### src/rtl/page_alloc_ctrl_if.sv
// Bundle of requester-side and bitmap-side signals for page_alloc_ctrl.
// The controller uses the slave modport; requesters and the bitmap use master.
interface page_alloc_ctrl_if #(
   parameter int NUM_PORT = 4,
   parameter int ADDR_W   = 10
);
   logic [NUM_PORT-1:0]        alloc_req;
   logic [NUM_PORT-1:0]        alloc_gnt;
   logic [ADDR_W-1:0]          alloc_addr;
   logic [NUM_PORT-1:0]        free_req;
   logic [NUM_PORT*ADDR_W-1:0] free_addr;
   logic [NUM_PORT-1:0]        free_ack;
   logic [ADDR_W-1:0]          bm_ready_addr;
   logic                       bm_ready_vld;
   logic                       bm_full;
   logic                       bm_wr_en_1;
   logic [ADDR_W-1:0]          bm_wr_addr_1;
   logic                       bm_wr_val_1;
   logic                       bm_wr_en_2;
   logic [ADDR_W-1:0]          bm_wr_addr_2;
   logic                       bm_wr_val_2;
   logic [ADDR_W:0]            used_cnt;
   logic                       alloc_full;
   logic                       almost_full;
   logic                       err_underflow;

   modport slave (
      input  alloc_req, free_req, free_addr, bm_ready_addr, bm_ready_vld, bm_full,
      output alloc_gnt, alloc_addr, free_ack, bm_wr_en_1, bm_wr_addr_1, bm_wr_val_1,
             bm_wr_en_2, bm_wr_addr_2, bm_wr_val_2, used_cnt, alloc_full, almost_full,
             err_underflow
   );

   modport master (
      output alloc_req, free_req, free_addr, bm_ready_addr, bm_ready_vld, bm_full,
      input  alloc_gnt, alloc_addr, free_ack, bm_wr_en_1, bm_wr_addr_1, bm_wr_val_1,
             bm_wr_en_2, bm_wr_addr_2, bm_wr_val_2, used_cnt, alloc_full, almost_full,
             err_underflow
   );
endinterface

### src/rtl/page_alloc_ctrl.sv
// Free-page bitmap allocation/release controller.
// Round-robin arbitration for allocate and release requesters; a settle FSM
// hides the bitmap search latency after every allocation, and an occupancy
// counter is kept here because the bitmap's own count loses one of two
// same-cycle writes.
module page_alloc_ctrl #(
   parameter int NUM_PORT    = 4,
   parameter int WIDTH       = 8,
   parameter int DEPTH       = 128,
   parameter int SETTLE      = 4,
   parameter int AMFULL_DIFF = 4
) (
   input logic              clk,
   input logic              rst,
   page_alloc_ctrl_if.slave bus
);
   localparam int ADDR_W = $clog2(DEPTH) + $clog2(WIDTH);
   localparam int VOLUME = DEPTH * WIDTH;
   localparam int PTR_W  = (NUM_PORT > 1) ? $clog2(NUM_PORT) : 1;
   localparam int CNT_W  = $clog2(SETTLE);
   localparam int UCNT_W = ADDR_W + 1;
   localparam logic [UCNT_W-1:0] VOL_C     = UCNT_W'(VOLUME);
   localparam logic [UCNT_W-1:0] AMF_C     = UCNT_W'(VOLUME - AMFULL_DIFF);
   localparam logic [CNT_W-1:0]  SETTLE_LD = CNT_W'(SETTLE - 1);

   typedef enum logic {S_IDLE, S_WAIT} state_t;

   state_t             state_q, state_d;
   logic [CNT_W-1:0]   cnt_q, cnt_d;
   logic [PTR_W-1:0]   aptr_q, aptr_d;
   logic [PTR_W-1:0]   fptr_q, fptr_d;
   logic               wr_en_1_q, wr_en_1_d;
   logic [ADDR_W-1:0]  wr_addr_1_q, wr_addr_1_d;
   logic               wr_en_2_q, wr_en_2_d;
   logic [ADDR_W-1:0]  wr_addr_2_q, wr_addr_2_d;
   logic [UCNT_W-1:0]  used_q, used_d;
   logic               err_q, err_d;

   logic [PTR_W-1:0]   a_win, f_win;
   logic               grant, ack, full;
   logic [ADDR_W-1:0]  f_sel_addr;

   // First requester at or after ptr, wrapping around.
   function automatic logic [PTR_W-1:0] rr_pick(input logic [NUM_PORT-1:0] req,
                                                input logic [PTR_W-1:0]    ptr);
      logic [PTR_W-1:0] win;
      logic [PTR_W-1:0] idx;
      logic             found;
      win   = '0;
      found = 1'b0;
      for (int k = 0; k < NUM_PORT; k++) begin
         idx = PTR_W'((int'(ptr) + k) % NUM_PORT);
         if (!found && req[idx]) begin
            win   = idx;
            found = 1'b1;
         end
      end
      return win;
   endfunction

   function automatic logic [PTR_W-1:0] ptr_inc(input logic [PTR_W-1:0] p);
      return (int'(p) == NUM_PORT - 1) ? '0 : p + 1'b1;
   endfunction

   assign full       = bus.bm_full | (used_q == VOL_C);
   assign a_win      = rr_pick(bus.alloc_req, aptr_q);
   assign f_win      = rr_pick(bus.free_req, fptr_q);
   assign grant      = (state_q == S_IDLE) & (|bus.alloc_req) & bus.bm_ready_vld & ~full;
   assign ack        = |bus.free_req;
   assign f_sel_addr = bus.free_addr[int'(f_win)*ADDR_W +: ADDR_W];

   assign bus.alloc_gnt     = grant ? (NUM_PORT'(1) << a_win) : '0;
   assign bus.alloc_addr    = grant ? bus.bm_ready_addr : '0;
   assign bus.free_ack      = ack ? (NUM_PORT'(1) << f_win) : '0;
   assign bus.bm_wr_en_1    = wr_en_1_q;
   assign bus.bm_wr_addr_1  = wr_addr_1_q;
   assign bus.bm_wr_val_1   = 1'b1;
   assign bus.bm_wr_en_2    = wr_en_2_q;
   assign bus.bm_wr_addr_2  = wr_addr_2_q;
   assign bus.bm_wr_val_2   = 1'b0;
   assign bus.used_cnt      = used_q;
   assign bus.alloc_full    = full;
   assign bus.almost_full   = (used_q >= AMF_C);
   assign bus.err_underflow = err_q;

   // Alloc FSM: grant in IDLE, then hold off SETTLE-1 cycles so the bitmap's
   // ready address reflects the page just written before it is sampled again.
   always_comb begin
      state_d     = state_q;
      cnt_d       = cnt_q;
      aptr_d      = aptr_q;
      wr_en_1_d   = 1'b0;
      wr_addr_1_d = wr_addr_1_q;
      case (state_q)
         S_IDLE: begin
            if (grant) begin
               state_d     = S_WAIT;
               cnt_d       = SETTLE_LD;
               aptr_d      = ptr_inc(a_win);
               wr_en_1_d   = 1'b1;
               wr_addr_1_d = bus.bm_ready_addr;
            end
         end
         S_WAIT: begin
            cnt_d = cnt_q - 1'b1;
            if (cnt_q <= CNT_W'(1)) state_d = S_IDLE;
         end
         default: state_d = S_IDLE;
      endcase
   end

   // Release path and occupancy count; releases never need the settle wait
   // because they only add free pages.
   always_comb begin
      fptr_d      = fptr_q;
      wr_en_2_d   = 1'b0;
      wr_addr_2_d = wr_addr_2_q;
      used_d      = used_q;
      err_d       = err_q;
      if (ack) begin
         fptr_d      = ptr_inc(f_win);
         wr_en_2_d   = 1'b1;
         wr_addr_2_d = f_sel_addr;
      end
      case ({grant, ack})
         2'b10:   used_d = used_q + 1'b1;
         2'b01: begin
            if (used_q == '0) err_d  = 1'b1;
            else              used_d = used_q - 1'b1;
         end
         default: used_d = used_q;
      endcase
   end

   // State, pointers, write ports and counters; reset drops any pending write.
   always_ff @(posedge clk) begin
      if (rst) begin
         state_q     <= S_IDLE;
         cnt_q       <= '0;
         aptr_q      <= '0;
         fptr_q      <= '0;
         wr_en_1_q   <= 1'b0;
         wr_addr_1_q <= '0;
         wr_en_2_q   <= 1'b0;
         wr_addr_2_q <= '0;
         used_q      <= '0;
         err_q       <= 1'b0;
      end else begin
         state_q     <= state_d;
         cnt_q       <= cnt_d;
         aptr_q      <= aptr_d;
         fptr_q      <= fptr_d;
         wr_en_1_q   <= wr_en_1_d;
         wr_addr_1_q <= wr_addr_1_d;
         wr_en_2_q   <= wr_en_2_d;
         wr_addr_2_q <= wr_addr_2_d;
         used_q      <= used_d;
         err_q       <= err_d;
      end
   end
endmodule

### src/flat_wrapper.sv
// flat-port wrapper written by rule: the top's interface ports become plain ports
module page_alloc_ctrl_flat 
#(
   parameter int NUM_PORT    = 4,
   parameter int WIDTH       = 8,
   parameter int DEPTH       = 128,
   parameter int SETTLE      = 4,
   parameter int AMFULL_DIFF = 4
)
  (clk, rst, bus_alloc_req, bus_free_req, bus_free_addr, bus_bm_ready_addr, bus_bm_ready_vld, bus_bm_full, bus_alloc_gnt, bus_alloc_addr, bus_free_ack, bus_bm_wr_en_1, bus_bm_wr_addr_1, bus_bm_wr_val_1, bus_bm_wr_en_2, bus_bm_wr_addr_2, bus_bm_wr_val_2, bus_used_cnt, bus_alloc_full, bus_almost_full, bus_err_underflow);
  page_alloc_ctrl_if #(.NUM_PORT(NUM_PORT), .ADDR_W((10))) bus_i ();
  input logic clk;
  input logic rst;
  input wire logic [$bits(bus_i.alloc_req)-1:0] bus_alloc_req;
  input wire logic [$bits(bus_i.free_req)-1:0] bus_free_req;
  input wire logic [$bits(bus_i.free_addr)-1:0] bus_free_addr;
  input wire logic [$bits(bus_i.bm_ready_addr)-1:0] bus_bm_ready_addr;
  input wire logic [$bits(bus_i.bm_ready_vld)-1:0] bus_bm_ready_vld;
  input wire logic [$bits(bus_i.bm_full)-1:0] bus_bm_full;
  output wire logic [$bits(bus_i.alloc_gnt)-1:0] bus_alloc_gnt;
  output wire logic [$bits(bus_i.alloc_addr)-1:0] bus_alloc_addr;
  output wire logic [$bits(bus_i.free_ack)-1:0] bus_free_ack;
  output wire logic [$bits(bus_i.bm_wr_en_1)-1:0] bus_bm_wr_en_1;
  output wire logic [$bits(bus_i.bm_wr_addr_1)-1:0] bus_bm_wr_addr_1;
  output wire logic [$bits(bus_i.bm_wr_val_1)-1:0] bus_bm_wr_val_1;
  output wire logic [$bits(bus_i.bm_wr_en_2)-1:0] bus_bm_wr_en_2;
  output wire logic [$bits(bus_i.bm_wr_addr_2)-1:0] bus_bm_wr_addr_2;
  output wire logic [$bits(bus_i.bm_wr_val_2)-1:0] bus_bm_wr_val_2;
  output wire logic [$bits(bus_i.used_cnt)-1:0] bus_used_cnt;
  output wire logic [$bits(bus_i.alloc_full)-1:0] bus_alloc_full;
  output wire logic [$bits(bus_i.almost_full)-1:0] bus_almost_full;
  output wire logic [$bits(bus_i.err_underflow)-1:0] bus_err_underflow;
  assign bus_i.alloc_req = bus_alloc_req;
  assign bus_i.free_req = bus_free_req;
  assign bus_i.free_addr = bus_free_addr;
  assign bus_i.bm_ready_addr = bus_bm_ready_addr;
  assign bus_i.bm_ready_vld = bus_bm_ready_vld;
  assign bus_i.bm_full = bus_bm_full;
  assign bus_alloc_gnt = bus_i.alloc_gnt;
  assign bus_alloc_addr = bus_i.alloc_addr;
  assign bus_free_ack = bus_i.free_ack;
  assign bus_bm_wr_en_1 = bus_i.bm_wr_en_1;
  assign bus_bm_wr_addr_1 = bus_i.bm_wr_addr_1;
  assign bus_bm_wr_val_1 = bus_i.bm_wr_val_1;
  assign bus_bm_wr_en_2 = bus_i.bm_wr_en_2;
  assign bus_bm_wr_addr_2 = bus_i.bm_wr_addr_2;
  assign bus_bm_wr_val_2 = bus_i.bm_wr_val_2;
  assign bus_used_cnt = bus_i.used_cnt;
  assign bus_alloc_full = bus_i.alloc_full;
  assign bus_almost_full = bus_i.almost_full;
  assign bus_err_underflow = bus_i.err_underflow;
  page_alloc_ctrl #(.NUM_PORT(NUM_PORT), .WIDTH(WIDTH), .DEPTH(DEPTH), .SETTLE(SETTLE), .AMFULL_DIFF(AMFULL_DIFF)) u_core (.clk(clk), .rst(rst), .bus(bus_i));
endmodule
### config.mk
export PLATFORM = sky130hd
export DESIGN_NAME = page_alloc_ctrl_flat
export DESIGN_NICKNAME = d
export VERILOG_FILES = /design/src/rtl/page_alloc_ctrl_if.sv /design/src/rtl/page_alloc_ctrl.sv /design/src/flat_wrapper.sv
export SDC_FILE = /design/constraint.sdc
export NUM_CORES = 1
export LEC_CHECK = 0
export BUFFER_PORTS_ARGS = -buffer_cell sky130_fd_sc_hd__buf_4
export CAP_MARGIN = 20
export CORE_MARGIN = 1
export CORE_UTILIZATION = 53
export CTS_BUF_LIST = sky130_fd_sc_hd__clkbuf_16
export DETAILED_ROUTE_END_ITERATION = 6
export PLACE_DENSITY = 0.87
export SETUP_SLACK_MARGIN = 0.5
export SLEW_MARGIN = 30
export SYNTH_ARGS = -nofsm -noshare
export SYNTH_HDL_FRONTEND = slang
export SYNTH_SLANG_ARGS = --single-unit
### constraint.sdc
create_clock -name clk -period 6.6 [get_ports clk]
set_clock_uncertainty 0.1 [all_clocks]
set_input_delay 0 -clock clk [delete_from_list [all_inputs] [get_ports clk]]
set_output_delay 0 -clock clk [all_outputs]
set_load 0.1 [all_outputs]
==> implementation parameters, run 1 <==
Parameter                              Value

Power and ir drop
  Power per standard cell area ... 386 nW/um^2
  Switch share ... a little over half
  Combinational power share ... 60.2%
  Reported net switching power ... between 0.0008 and 0.0009 W
  Pleak ... 1.88 nW
  Sequential share of power ... 23.6%
  Sum of internal, switching and leakage power ... 0.00159 W
  IR Drop Worst-Case VDD ... 0.239 mV
  Clock Power Share ... about 16%
  Internal Power ... 0.000747 W

Worst setup path
  Top fanout value on the critical path ... 15
  Kind of capture point of the worst setup path ... register
  Peak per-stage delay on the critical path ... 0.60 ns
  Crit Path Class ... reg2reg
  Required @ worst endpoint ... 6.68 ns
  Cell at the slowest stage of the critical path ... sky130_fd_sc_hd__nor4_4
  Worst setup path startpoint ... u_core.bus.used_cnt[2]
  CP most frequent cell ... sky130_fd_sc_hd__nand2_1
  Critical-path cell list ... nor4_4, nand4_2, nand2_1, nand2_1, xnor2_1, ha_1, or2_2, nor4_1, o211ai_1, a22oi_1, mux2_1
  Arr. time, crit path ... 3.85 ns
  Startpoint class of the critical path ... register
  Worst r2r src ... u_core.bus.used_cnt[2]

Floorplanning
  Total Die Area ... 5720 um^2
  Std cell rows ... 26
  Die Wd ... between 70 and 80 um
  Die Y ... 75.7 um
  Initial Utilization ... 55.6%
  Core area ... 5170 um^2
  Number of primary I/O pins ... 118

Global route
  Global router's overall resource usage ... about a third
  Pin count of the biggest net entering global routing ... between 40 and 50
  Remaining global-route overflow ... 0
  Number of antenna violations at the first check in global routing ... 0
  Vias in the first global route ... between 3000 and 4000
  Global-route wire length before repair ... 14000 um

Finish
  Post-Layout Cell Count ... around 540
  Area added between synthesis and finish ... 43.1%
  Fraction of final layout cells with drive strength greater than 1 ... 35.5%
  Antenna diode count ... 0
  Final-stage net count ... 538

Placement
  DP HPWL ... around 5600 um
  Final weighted congestion in routability-driven placement ... 0.872
  Setup slack after placement ... 2.79 ns
  Number of cells after detailed placement ... 501
  Port-buffer cells ... 115

Job
  Count of max-cap constraint violations ... 0

STA
  Worst Max-Slew Pin Slew ... between 0.7 and 0.8 ns
  Total count of max-transition violations in the final report ... 0
  Share of the clock period used by the worst path after layout ... between 50 and 60%
  Total of endpoints with negative setup slack in the final report ... 0
  Setup repair after global routing missed its margin ... false
  Crit path time final ... 3.77 ns
  Final setup TNS ... 0 ns
  Total count of hold-check failures in the final report ... 1
  Post-Route Hold Slack ... -0.00811 ns
  Relative slew margins ... 48.6%
  Final setup slack of the worst path ... 2.83 ns
  Highest achievable clock rate ... 265 MHz

Clock tree
  H-tree levels ... 2
  Clock root buffer ... sky130_fd_sc_hd__clkbuf_16
  Number of buffers added by the clock tree synthesis step ... 5
  Clock tree from TritonCTS ... done
  Max Buffers Root-to-Sink ... 2
  Source-to-sink clock delay at the later pin of the worst-skew pair ... 0.30 ns
  Clock sinks ... 41
  Clock-pin slew of the registers on the worst-case setup and hold paths ... 0.07 ns
  # resized after CTS ... 0

Synthesis
  Main flop type after synthesis ... sky130_fd_sc_hd__dfxtp_1
  Post-synthesis cell type count ... 60
  Synthesized net count ... 415
  Post-synthesis cell area ... 2880 um^2
  Synth warnings ... 0
  Post-Syn Instances ... 343
  Number of enable flip-flop cells after synthesis ... 0
  Sequential share of the synthesized area ... 28.5%
  Average footprint of a synthesized cell ... ~8.4 um^2
  Post-synthesis async set-or-reset flop share ... 0%
  FF+latch count, synth ... 41

Route
  Via total after detailed routing ... 3260
  Routed via count divided by cell count ... a little over 6
  Post-DR wirelength/cell ... roughly 17 um
  Number of antenna-violating nets in the routed design ... 0
  Post-detailed-route DRC marker count ... 0
  Total length of routed wires ... between 9000 and 10000 um
  DRT Pass-1 Iters ... 5
  Number of DRC violations after detailed-routing iteration 0 ... between 300 and 400

Worst hold path
  Type of the most critical hold path ... in2reg
  HP Start ... bus_free_addr[22]

Outcome
  Violations in the final reports ... hold timing
  Outcome ... complete, but fails checks
[area by class of cell]
cell class / count / area [um^2]
clock buffer: 5 / 125
clock inverter: 3 / 25.0
fill: 335 / 1060
inverter: 21 / 78.8
multi-input combinational: 253 / 1830
sequential: 41 / 821
tap: 70 / 87.6
timing repair buffer: 144 / 1150
[layer usage]
metal	vias to the layer above	GRT usage, %	part of all wire [%]
li1	1496	-	-
met2	198	59.3	53
met5	-	0	0
met1	1532	35.9	37
met4	0	15.0	3.1
met3	34	6.48	7.4
[flip-flops by register name, summed over array words and instances (netlist names)]
name / flops
u_core.cnt_q: 2
u_core.fptr_q: 2
u_core.state_q: 1
u_core.aptr_q: 2
u_core.bus.bm_wr_en_2: 1
u_core.bus.bm_wr_addr_2: 10
u_core.bus.used_cnt: 11
u_core.bus.bm_wr_addr_1: 10
u_core.bus.bm_wr_en_1: 1
u_core.bus.err_underflow: 1
[layout by cell type, fill, tap and decap left out, types with 3 or more instances in the layout]
master	netlist	final
sky130_fd_sc_hd__o31ai_1	10	10
sky130_fd_sc_hd__a31oi_1	3	3
sky130_fd_sc_hd__dfxtp_1	41	41
sky130_fd_sc_hd__nand3_1	7	7
sky130_fd_sc_hd__a21boi_0	10	10
sky130_fd_sc_hd__nor2_1	26	26
sky130_fd_sc_hd__mux2_4	7	7
sky130_fd_sc_hd__o21ai_0	5	5
sky130_fd_sc_hd__clkbuf_16	0	5
sky130_fd_sc_hd__mux2_2	11	11
sky130_fd_sc_hd__dlygate4sd3_1	0	28
sky130_fd_sc_hd__or2_2	4	4
sky130_fd_sc_hd__and2_1	4	4
sky130_fd_sc_hd__inv_1	21	21
sky130_fd_sc_hd__a221o_1	10	10
sky130_fd_sc_hd__a22oi_2	6	6
sky130_fd_sc_hd__o211ai_1	5	5
sky130_fd_sc_hd__nor2b_1	10	10
sky130_fd_sc_hd__nand2_1	30	30
sky130_fd_sc_hd__nand4_1	13	13
sky130_fd_sc_hd__nor3_1	6	6
sky130_fd_sc_hd__nor4_1	6	6
sky130_fd_sc_hd__ha_1	10	10
sky130_fd_sc_hd__and3_1	6	6
sky130_fd_sc_hd__a211oi_1	5	4
sky130_fd_sc_hd__buf_4	4	116
sky130_fd_sc_hd__a21oi_1	21	21
sky130_fd_sc_hd__o2111ai_1	3	3
[critical path, delay by kind of cell, from the launching register on]
family / cells / cell delay, ns
muxes: 1 / 0.34
adders and majority gates: 1 / 0.26
xor gates and xnor gates: 1 / 0.16
DFF: 1 / 0.44
and+or+nand+nor: 6 / 2.03
AOI/OAI and AO/OA: 2 / 0.33
[cells in the mapped netlist (all sizes together) (2+ instances only)]
library cell	number	area share (%)
o21ai	6	1.0
a21oi	21	3.7
nand4	14	3.3
nor4	9	3.2
a21boi	10	2.6
mux2	19	8.4
o31ai	10	2.6
a211oi	5	1.3
or4	2	0.65
or2	4	0.87
o211ai	6	1.7
nor2b	10	2.2
dfxtp	41	29
nand2b	2	0.44
o2111ai	3	0.91
and3	6	1.3
nor2	28	4.0
conb	2	0.26
nor3	7	1.4
a31oi	3	0.65
a22oi	7	2.9
a221o	10	3.5
o21a	2	0.52
nand3	7	1.2
o221ai	2	0.61
ha	10	4.4
clkbuf	12	1.6
buf	16	4.1
inv	21	2.7
and2	4	0.87
nand2	30	3.9
[through the flow]
stage	utilization (%)	area, um^2
global placement	70.9	3670
CTS	79.3	4100
finish	79.5	4110
global route	79.5	4110
detailed placement	70.9	3670
floorplan	-	2880
[cell families (layout without fill, tap and decap cells)]
group / count (synthesis) / after routing / synth area share (%)
muxes: 20 / 20 / 8.70
other: 2 / 2 / 0.261
buffers and inverters: 49 / 173 / 8.44
and+or+nand+nor: 130 / 130 / 25.8
AOI/OAI and AO/OA: 90 / 90 / 23.6
xor gates and xnor gates: 1 / 1 / 0.305
DFF: 41 / 41 / 28.5
adders and majority gates: 10 / 10 / 4.35
[power by group through the flow]
stage	logic, W	registers (W)	clock network [W]
2_1_floorplan	0.000479	0.000650	0
3_3_place_gp	0.000900	0.000373	0
3_5_place_dp	0.000915	0.000376	0
4_1_cts	0.000940	0.000371	0.000252
5_1_grt	0.00100	0.000382	0.000263
6_report	0.000956	0.000375	0.000256
[path summary, 6_finish.rpt]
path                                end  slack [ns]  depth (start not counted)
max              u_core.bus.used_cnt[8]        2.83                         11
min          u_core.bus.bm_wr_addr_2[2]      -0.008                          3
max reg2reg      u_core.bus.used_cnt[8]        2.83                         11
min reg2reg  u_core.bus.bm_wr_addr_1[8]        0.37                          2
[repair_timing]
action                    CTS  global route
setup buffers               0             0
hold endpoints to repair   19             0
hold buffers               28             0
Note: power is estimated with default switching activity, not from simulation.
==> inputs of run 2 (changes only) <==
ABC_AREA = 1   (was not set)
CORE_UTILIZATION = 50   (was 53)
PLACE_DENSITY = 0.81   (was 0.87)
clock period = 3.7 ns   (was 6.6 ns; I/O delays follow)
==> implementation parameters, run 2 <==
Parameter                              Value

Outcome
  Outcome ... completed

Global route
  Global router's overall resource usage ... 29.9% (-2.5 points)
  Pin count of the biggest net entering global routing ... 45 (+2.3%)
  Global-route wire length before repair ... 15300 um (+9.3%)
  Vias in the first global route ... 3430 (+12%)
  Number of antenna violations at the first check in global routing ... 0 (unchanged)
  Remaining global-route overflow ... 0 (unchanged)

Route
  Via total after detailed routing ... 3759 (+15%)
  Post-detailed-route DRC marker count ... 0 (unchanged)
  Post-DR wirelength/cell ... 13.4 um (-22%)
  Number of antenna-violating nets in the routed design ... 0 (unchanged)
  Total length of routed wires ... 9750 um (+5.2%)
  Routed via count divided by cell count ... 5.17 (-15%)
  Number of DRC violations after detailed-routing iteration 0 ... 288 (-24%)
  DRT Pass-1 Iters ... 5 (unchanged)

Floorplanning
  Total Die Area ... 6640 um^2 (+16%)
  Die Wd ... 81.5 um (+7.7%)
  Initial Utilization ... 52.7% (-2.9 points)
  Std cell rows ... 28 (+7.7%)
  Die Y ... 81.5 um (+7.7%)
  Core area ... 5990 um^2 (+16%)
  Number of primary I/O pins ... 118 (unchanged)

Synthesis
  Biggest area consumer among synthesized cells ... sky130_fd_sc_hd__dfxtp_1
  FF+latch count, synth ... 41 (unchanged)
  Average footprint of a synthesized cell ... 6.13 um^2 (-27%)
  List of most frequent post-synthesis cells ... sky130_fd_sc_hd__inv_1 (109), sky130_fd_sc_hd__nand2_1 (108), sky130_fd_sc_hd__nand3_1 (50)
  Main flop type after synthesis ... sky130_fd_sc_hd__dfxtp_1
  Synth top area share ... 26.0% (-2.6 points)
  Post-Syn Instances ... 515 (+50%)
  Number of enable flip-flop cells after synthesis ... 0 (unchanged)
  Sequential share of the synthesized area ... 26.0% (-2.6 points)
  Post-synthesis async set-or-reset flop share ... 0% (unchanged)
  Synthesized net count ... 587 (+41%)
  Synth warnings ... 0 (unchanged)
  Most numerous cell in the Yosys netlist ... sky130_fd_sc_hd__inv_1
  Post-synthesis cell area ... 3160 um^2 (+9.8%)
  Leading cell types by total area after synthesis ... sky130_fd_sc_hd__dfxtp_1 (26%), sky130_fd_sc_hd__inv_1 (13%), sky130_fd_sc_hd__nand2_1 (13%)
  Post-synthesis cell type count ... 40 (-33%)

Placement
  Final weighted congestion in routability-driven placement ... 0.899 (+3.1%)
  DP HPWL ... 6210 um (+11%)
  Port-buffer cells ... 115 (unchanged)

Worst setup path
  Kind of capture point of the worst setup path ... register
  Required @ worst endpoint ... 3.78 ns (-2.90 ns)
  Arr. time, crit path ... 2.95 ns (-0.90 ns)
  Peak per-stage delay on the critical path ... 0.58 ns (-0.02 ns)
  Startpoint class of the critical path ... register
  Cell at the slowest stage of the critical path ... sky130_fd_sc_hd__dlygate4sd3_1
  Crit Path Class ... reg2reg
  CP most frequent cell ... sky130_fd_sc_hd__nand2_1
  Critical-path cell list ... inv_1, nand2_1, nand2_1, nor2_1, nand2_1, nor2_1, nand2_1, nand2_8, a21oi_1, o21ai_1, nand3_1, dlygate4sd3_1, nand3_1, inv_1
  Top fanout value on the critical path ... 44 (+29)

Clock tree
  Max Buffers Root-to-Sink ... 2 (unchanged)
  H-tree levels ... 2 (unchanged)
  Number of buffers added by the clock tree synthesis step ... 5 (unchanged)
  Clock sinks ... 41 (unchanged)
  Clock root buffer ... sky130_fd_sc_hd__clkbuf_16
  Source-to-sink clock delay at the later pin of the worst-skew pair ... 0.29 ns (about the same)
  Clock tree from TritonCTS ... done
  Clock-pin slew of the registers on the worst-case setup and hold paths ... 0.06 ns (about the same)
  Number of buffers added for setup after CTS ... 0 (unchanged)

Power and ir drop
  IR Drop Worst-Case VDD ... 0.770 mV (+220%)
  Reported net switching power ... 0.00284 W (+240%)
  Power per standard cell area ... 1030 nW/um^2 (+170%)
  Clock Power Share ... 9.6% (-6.5 points)
  Pleak ... 2.53 nW (+34%)
  Sum of internal, switching and leakage power ... 0.00463 W (+190%)
  Switch share ... 61.4% (+8.4 points)
  Internal Power ... 0.00179 W (+140%)
  Combinational power share ... 74.6% (+14 points)
  Sequential share of power ... 15.8% (-7.8 points)

Finish
  Antenna diode count ... 0 (unchanged)
  Area added between synthesis and finish ... 42.7%
  Fraction of final layout cells with drive strength greater than 1 ... 24.7% (-11 points)
  Most common cell after layout, fill and taps aside ... sky130_fd_sc_hd__buf_4
  Most frequent cells in the layout ... sky130_fd_sc_hd__buf_4 (117), sky130_fd_sc_hd__inv_1 (109), sky130_fd_sc_hd__nand2_1 (108)
  Final-stage net count ... 723 (+34%)
  Number of inserted filler cells in the final layout ... 424 (+27%)
  Number of flip-flops in the largest register ... 11 (unchanged)

STA
  Total count of max-transition violations in the final report ... 0 (unchanged)
  Total count of hold-check failures in the final report ... 0 (-1)
  Crit path time final ... 2.87 ns (-0.906 ns)
  Highest achievable clock rate ... 349 MHz (+32%)
  Final setup TNS ... 0 ns (unchanged)
  Setup repair after global routing missed its margin ... false
  Share of the clock period used by the worst path after layout ... 77.4% (+20 points)
  Relative slew margins ... 49.8% (+1.3 points)
  Worst Max-Slew Pin Slew ... 0.751 ns (-0.0158 ns)
  Total of endpoints with negative setup slack in the final report ... 0 (unchanged)

Worst hold path
  Type of the most critical hold path ... in2reg

Job
  Count of max-cap constraint violations ... 0 (unchanged)
run 2: power groups by stage:
stage / logic [W] / clock network, W / registers (W)
2_1_floorplan: 0.00200 / 0 / 0.00141
3_3_place_gp: 0.00317 / 0 / 0.000719
4_1_cts: 0.00336 / 0.000443 / 0.000720
3_5_place_dp: 0.00321 / 0 / 0.000728
6_report: 0.00345 / 0.000442 / 0.000732
5_1_grt: 0.00372 / 0.000469 / 0.000749
run 2: area by class of cell:
class | instances | area [um^2] | share of cell area [%]
Multi-Input combinational cell | 336 | 1780 | 39.4
Inverter | 114 | 428 | 9.49
Clock buffer | 5 | 125 | 2.78
Clock inverter | 3 | 21.3 | 0.472
Tap cell | 75 | 93.8 | 2.08
Sequential cell | 41 | 823 | 18.3
Timing Repair Buffer | 153 | 1240 | 27.5
run 2: cell families after synthesis:
kind of cell,count (synthesis),synth area share [%]
buf+inv,138,18.4
fa+ha+maj,10,3.96
simple gates,227,32.6
flops,41,26.0
compound gates,87,15.5
other cells,2,0.238
mux,1,0.317
xor+xnor,9,2.97
run 2: per-stage QoR:
| stage | cells | utilization (%) | hold WS [ns] | worst slack [ns] | instance area, um^2 |
|---|---|---|---|---|---|
| CTS | 727 | 74.8 | 0.00327 | 0.525 | 4480 |
| detailed placement | 683 | 66.4 | 0.183 | 0.948 | 3980 |
| global route | 727 | 75.2 | 0.0264 | 0.536 | 4510 |
| global placement | 683 | 66.4 | 0.177 | 1.10 | 3980 |
| floorplan | 515 | - | 0.0663 | 0.389 | 3160 |
| finish | 727 | 75.2 | 0.000234 | 0.835 | 4510 |
run 2: final timing paths:
| path | from | endpoint | slack [ns] | cells after the start |
|---|---|---|---|---|
| hold reg to reg | u_core.bus.err_underflow | u_core.bus.err_underflow | 0.36 | 2 |
| setup / recovery | u_core.fptr_q[1] | u_core.bus.bm_wr_addr_2[3] | 0.83 | 14 |
| setup reg to reg | u_core.fptr_q[1] | u_core.bus.bm_wr_addr_2[3] | 0.83 | 14 |
| hold / removal | bus_free_addr[20] | u_core.bus.bm_wr_addr_2[0] | 0.0002 | 5 |
run 2: metal layers:
layer  wire length, um  track usage [%]  vias up
li1                  -                -     1871
met1              3810             34.6     1663
met2              4790             53.7      190
met3               834             6.22       35
met4               312             11.3        0
met5                 0                0        -
run 2: timing repair:
item	4_1_cts	5_1_grt
hold buffers	36	0
setup endpoints to repair	0	13
resized for setup	0	5
hold endpoints to repair	25	0
run 2: worst max-delay path: cells and delay by family (launching register included):
kind | cells | cell delay, ns
AO/OA/AOI/OAI | 2 | 0.24
buffers and inverters | 3 | 0.78
flip-flops | 1 | 0.45
AND/OR/NAND/NOR | 9 | 1.16
==> inputs of run 3 (changes only) <==
CORE_UTILIZATION = 45   (was 50)
PLACE_DENSITY = 0.77   (was 0.81)
clock period = 2.5 ns   (was 3.7 ns; I/O delays follow)
==> implementation parameters, run 3 (synthesis gave the netlist of run 2 again) <==
Parameter                              Value

Finish
  Final-stage net count ... 782 (+8.2%)
  Most common cell after layout, fill and taps aside ... sky130_fd_sc_hd__buf_4
  Most frequent cells in the layout ... sky130_fd_sc_hd__buf_4 (141), sky130_fd_sc_hd__inv_1 (72), sky130_fd_sc_hd__nand2_1 (54)
  Sequential cell area ... 872 um^2 (+5.9%)
  Area added between synthesis and finish ... 102%
  Fraction of final layout cells with drive strength greater than 1 ... 57.1% (+32 points)
  Number of inserted filler cells in the final layout ... 202 (-52%)
  Number of flip-flops in the largest register ... 11 (unchanged)
  Post-Layout Cell Count ... 807 (+11%)
  Antenna diode count ... 0 (unchanged)
  Footprint of the multi-input gates ... 2600 um^2 (+47%)

Route
  Number of DRC violations after detailed-routing iteration 0 ... 409 (+42%)
  DRT Pass-1 Iters ... 5 (unchanged)
  Total length of routed wires ... 16800 um (+72%)
  Post-detailed-route DRC marker count ... 0 (unchanged)
  Routed via count divided by cell count ... 5.87 (+14%)
  Post-DR wirelength/cell ... 20.8 um (+55%)
  Number of antenna-violating nets in the routed design ... 0 (unchanged)
  Via total after detailed routing ... 4739 (+26%)

STA
  Total count of hold-check failures in the final report ... 1 (+1)
  Final setup TNS ... -0.0907 ns (-0.0907 ns)
  Final setup slack of the worst path ... -0.0309 ns (-0.866 ns)
  Setup repair after global routing missed its margin ... true
  Total count of max-transition violations in the final report ... 0 (unchanged)
  Post-Route Hold Slack ... -0.00228 ns (-0.00252 ns)
  Share of the clock period used by the worst path after layout ... 101% (+24 points)
  Total of endpoints with negative setup slack in the final report ... 4 (+4)
  Highest achievable clock rate ... 395 MHz (+13%)
  Relative slew margins ... 36.1% (-14 points)
  Worst Max-Slew Pin Slew ... 0.958 ns (+0.207 ns)
  Crit path time final ... 2.53 ns (-0.334 ns)

Clock tree
  H-tree levels ... 2 (unchanged)
  Clock root buffer ... sky130_fd_sc_hd__clkbuf_16
  Clock-pin slew of the registers on the worst-case setup and hold paths ... 0.07 ns (about the same)
  Clock sinks ... 41 (unchanged)
  Max Buffers Root-to-Sink ... 2 (unchanged)
  Clock tree from TritonCTS ... done
  Number of buffers added by the clock tree synthesis step ... 5 (unchanged)
  Source-to-sink clock delay at the later pin of the worst-skew pair ... 0.30 ns (about the same)

Outcome
  Outcome ... complete, but fails checks
  Violations in the final reports ... hold timing, setup timing

Job
  Count of max-cap constraint violations ... 0 (unchanged)

Floorplanning
  Std cell rows ... 30 (+7.1%)
  Die Wd ... 85.8 um (+5.3%)
  Number of primary I/O pins ... 118 (unchanged)
  Total Die Area ... 7360 um^2 (+11%)
  Die Y ... 85.8 um (+5.3%)
  Initial Utilization ... 46.5% (-6.2 points)
  Core area ... 6790 um^2 (+13%)

Power and ir drop
  Clock Power Share ... 7.1% (-2.5 points)
  Power per standard cell area ... 1650 nW/um^2 (+60%)
  Combinational power share ... 82.2% (+7.6 points)
  Internal Power ... 0.00460 W (+160%)
  IR Drop Worst-Case VDD ... 2.04 mV (+160%)
  Pleak ... 3.09 nW (+22%)
  Switch share ... 56.3% (-5.2 points)
  Sequential share of power ... 10.7% (-5.1 points)
  Reported net switching power ... 0.00592 W (+110%)

Worst hold path
  Type of the most critical hold path ... in2reg
  Hold path cells ... 5 (unchanged)

Placement
  Final weighted congestion in routability-driven placement ... 0.929 (+3.4%)
  Setup slack after placement ... 0.138 ns (-0.810 ns)
  DP HPWL ... 6620 um (+6.5%)
  Number of cells after detailed placement ... 708 (+3.7%)
  Port-buffer cells ... 115 (unchanged)

Worst setup path
  Top fanout value on the critical path ... 7 (-84%)
  Number of cell instances on the worst register-to-register path ... 16 (+2)
  Crit Path Class ... reg2reg
  Arr. time, crit path ... 2.62 ns (-0.33 ns)
  Required @ worst endpoint ... 2.59 ns (-1.19 ns)
  Kind of capture point of the worst setup path ... register
  Startpoint class of the critical path ... register

Global route
  Global router's overall resource usage ... 30.8% (+0.91 points)
  Global-route wire length before repair ... 18000 um (+18%)
  Vias in the first global route ... 3998 (+17%)
  Remaining global-route overflow ... 0 (unchanged)
  Number of antenna violations at the first check in global routing ... 0 (unchanged)
  Pin count of the biggest net entering global routing ... 30 (-33%)
## run 3: cell types whose count changed in the layout (fill, tap and decap cells not counted), sizes merged
cell / previous run / this run
buf: 117 / 182
clkinvlp: 1 / 11
nand2: 117 / 119
dlygate4sd3: 36 / 26
bufbuf: 0 / 1
inv: 113 / 102
clkbuf: 5 / 7
## run 3: per-stage QoR
step / util (%) / instance area [um^2] / power [W]
floorplan: - / 3530 / 0.00555
CTS: 80.8 / 5490 / 0.00883
finish: 94.1 / 6390 / 0.0105
global route: 94.1 / 6390 / 0.0108
detailed placement: 64.9 / 4410 / 0.00645
global placement: 64.9 / 4410 / 0.00638
## run 3: power by group through the flow
stage                     clock network (W)  registers (W)  logic [W]
after floorplan                           0        0.00216    0.00339
after CTS                          0.000717        0.00112    0.00700
final                              0.000752        0.00112    0.00865
after global placement                    0        0.00115    0.00523
after global routing               0.000770        0.00113    0.00893
after detailed placement                  0        0.00116    0.00530
## run 3: final cells by class
class,instances,share of cell area (%)
inverters,114,7.89
multi-input cells,338,40.7
well taps,96,1.88
clock inverters,2,0.235
repair buffers,210,33.2
flip-flops and latches,41,13.6
clock buffers,6,2.35
## run 3: final timing paths
check | slack [ns] | from | end
max | -0.03 | u_core.bus.used_cnt[8] | u_core.bus.used_cnt[10]
min | -0.002 | bus_free_addr[27] | u_core.bus.bm_wr_addr_2[7]
max reg2reg | -0.03 | u_core.bus.used_cnt[8] | u_core.bus.used_cnt[10]
min reg2reg | 0.39 | u_core.bus.bm_wr_addr_1[8] | u_core.bus.bm_wr_addr_1[8]
## run 3: repair_timing
item | 4_1_cts | 5_1_grt
hold buffers | 26 | 0
resized for setup | 83 | 171
hold endpoints to repair | 25 | 0
cloned | 6 | 3
setup endpoints to repair | 40 | 43
buffers inserted | 23 | 33
pin swaps | 20 | 65
## run 3: routing by layer
| metal | track usage, % | vias to the layer above | part of all wire (%) |
|---|---|---|---|
| met5 | 0 | - | 0 |
| met4 | 12.6 | 0 | 7.1 |
| met3 | 6.93 | 146 | 9.8 |
| met2 | 58.5 | 426 | 49 |
| met1 | 32.7 | 2178 | 34 |
| li1 | - | 1989 | - |
## run 3: critical path: stages, from the launching register on
cell                      delay (ns)
sky130_fd_sc_hd__dfxtp_4        0.37
sky130_fd_sc_hd__inv_1          0.07
sky130_fd_sc_hd__nand2_1        0.12
sky130_fd_sc_hd__nor2_2         0.06
sky130_fd_sc_hd__nand2_2        0.12
sky130_fd_sc_hd__nand3_4        0.20
sky130_fd_sc_hd__nand2_4        0.18
sky130_fd_sc_hd__buf_6          0.16
sky130_fd_sc_hd__nand2_2        0.05
sky130_fd_sc_hd__nand2_2        0.13
sky130_fd_sc_hd__nand2_2        0.12
sky130_fd_sc_hd__nor3_4         0.29
sky130_fd_sc_hd__nand2_2        0.11
sky130_fd_sc_hd__nand2_2        0.10
sky130_fd_sc_hd__nand3_2        0.08
sky130_fd_sc_hd__nand2_2        0.09
sky130_fd_sc_hd__nor2_2         0.06
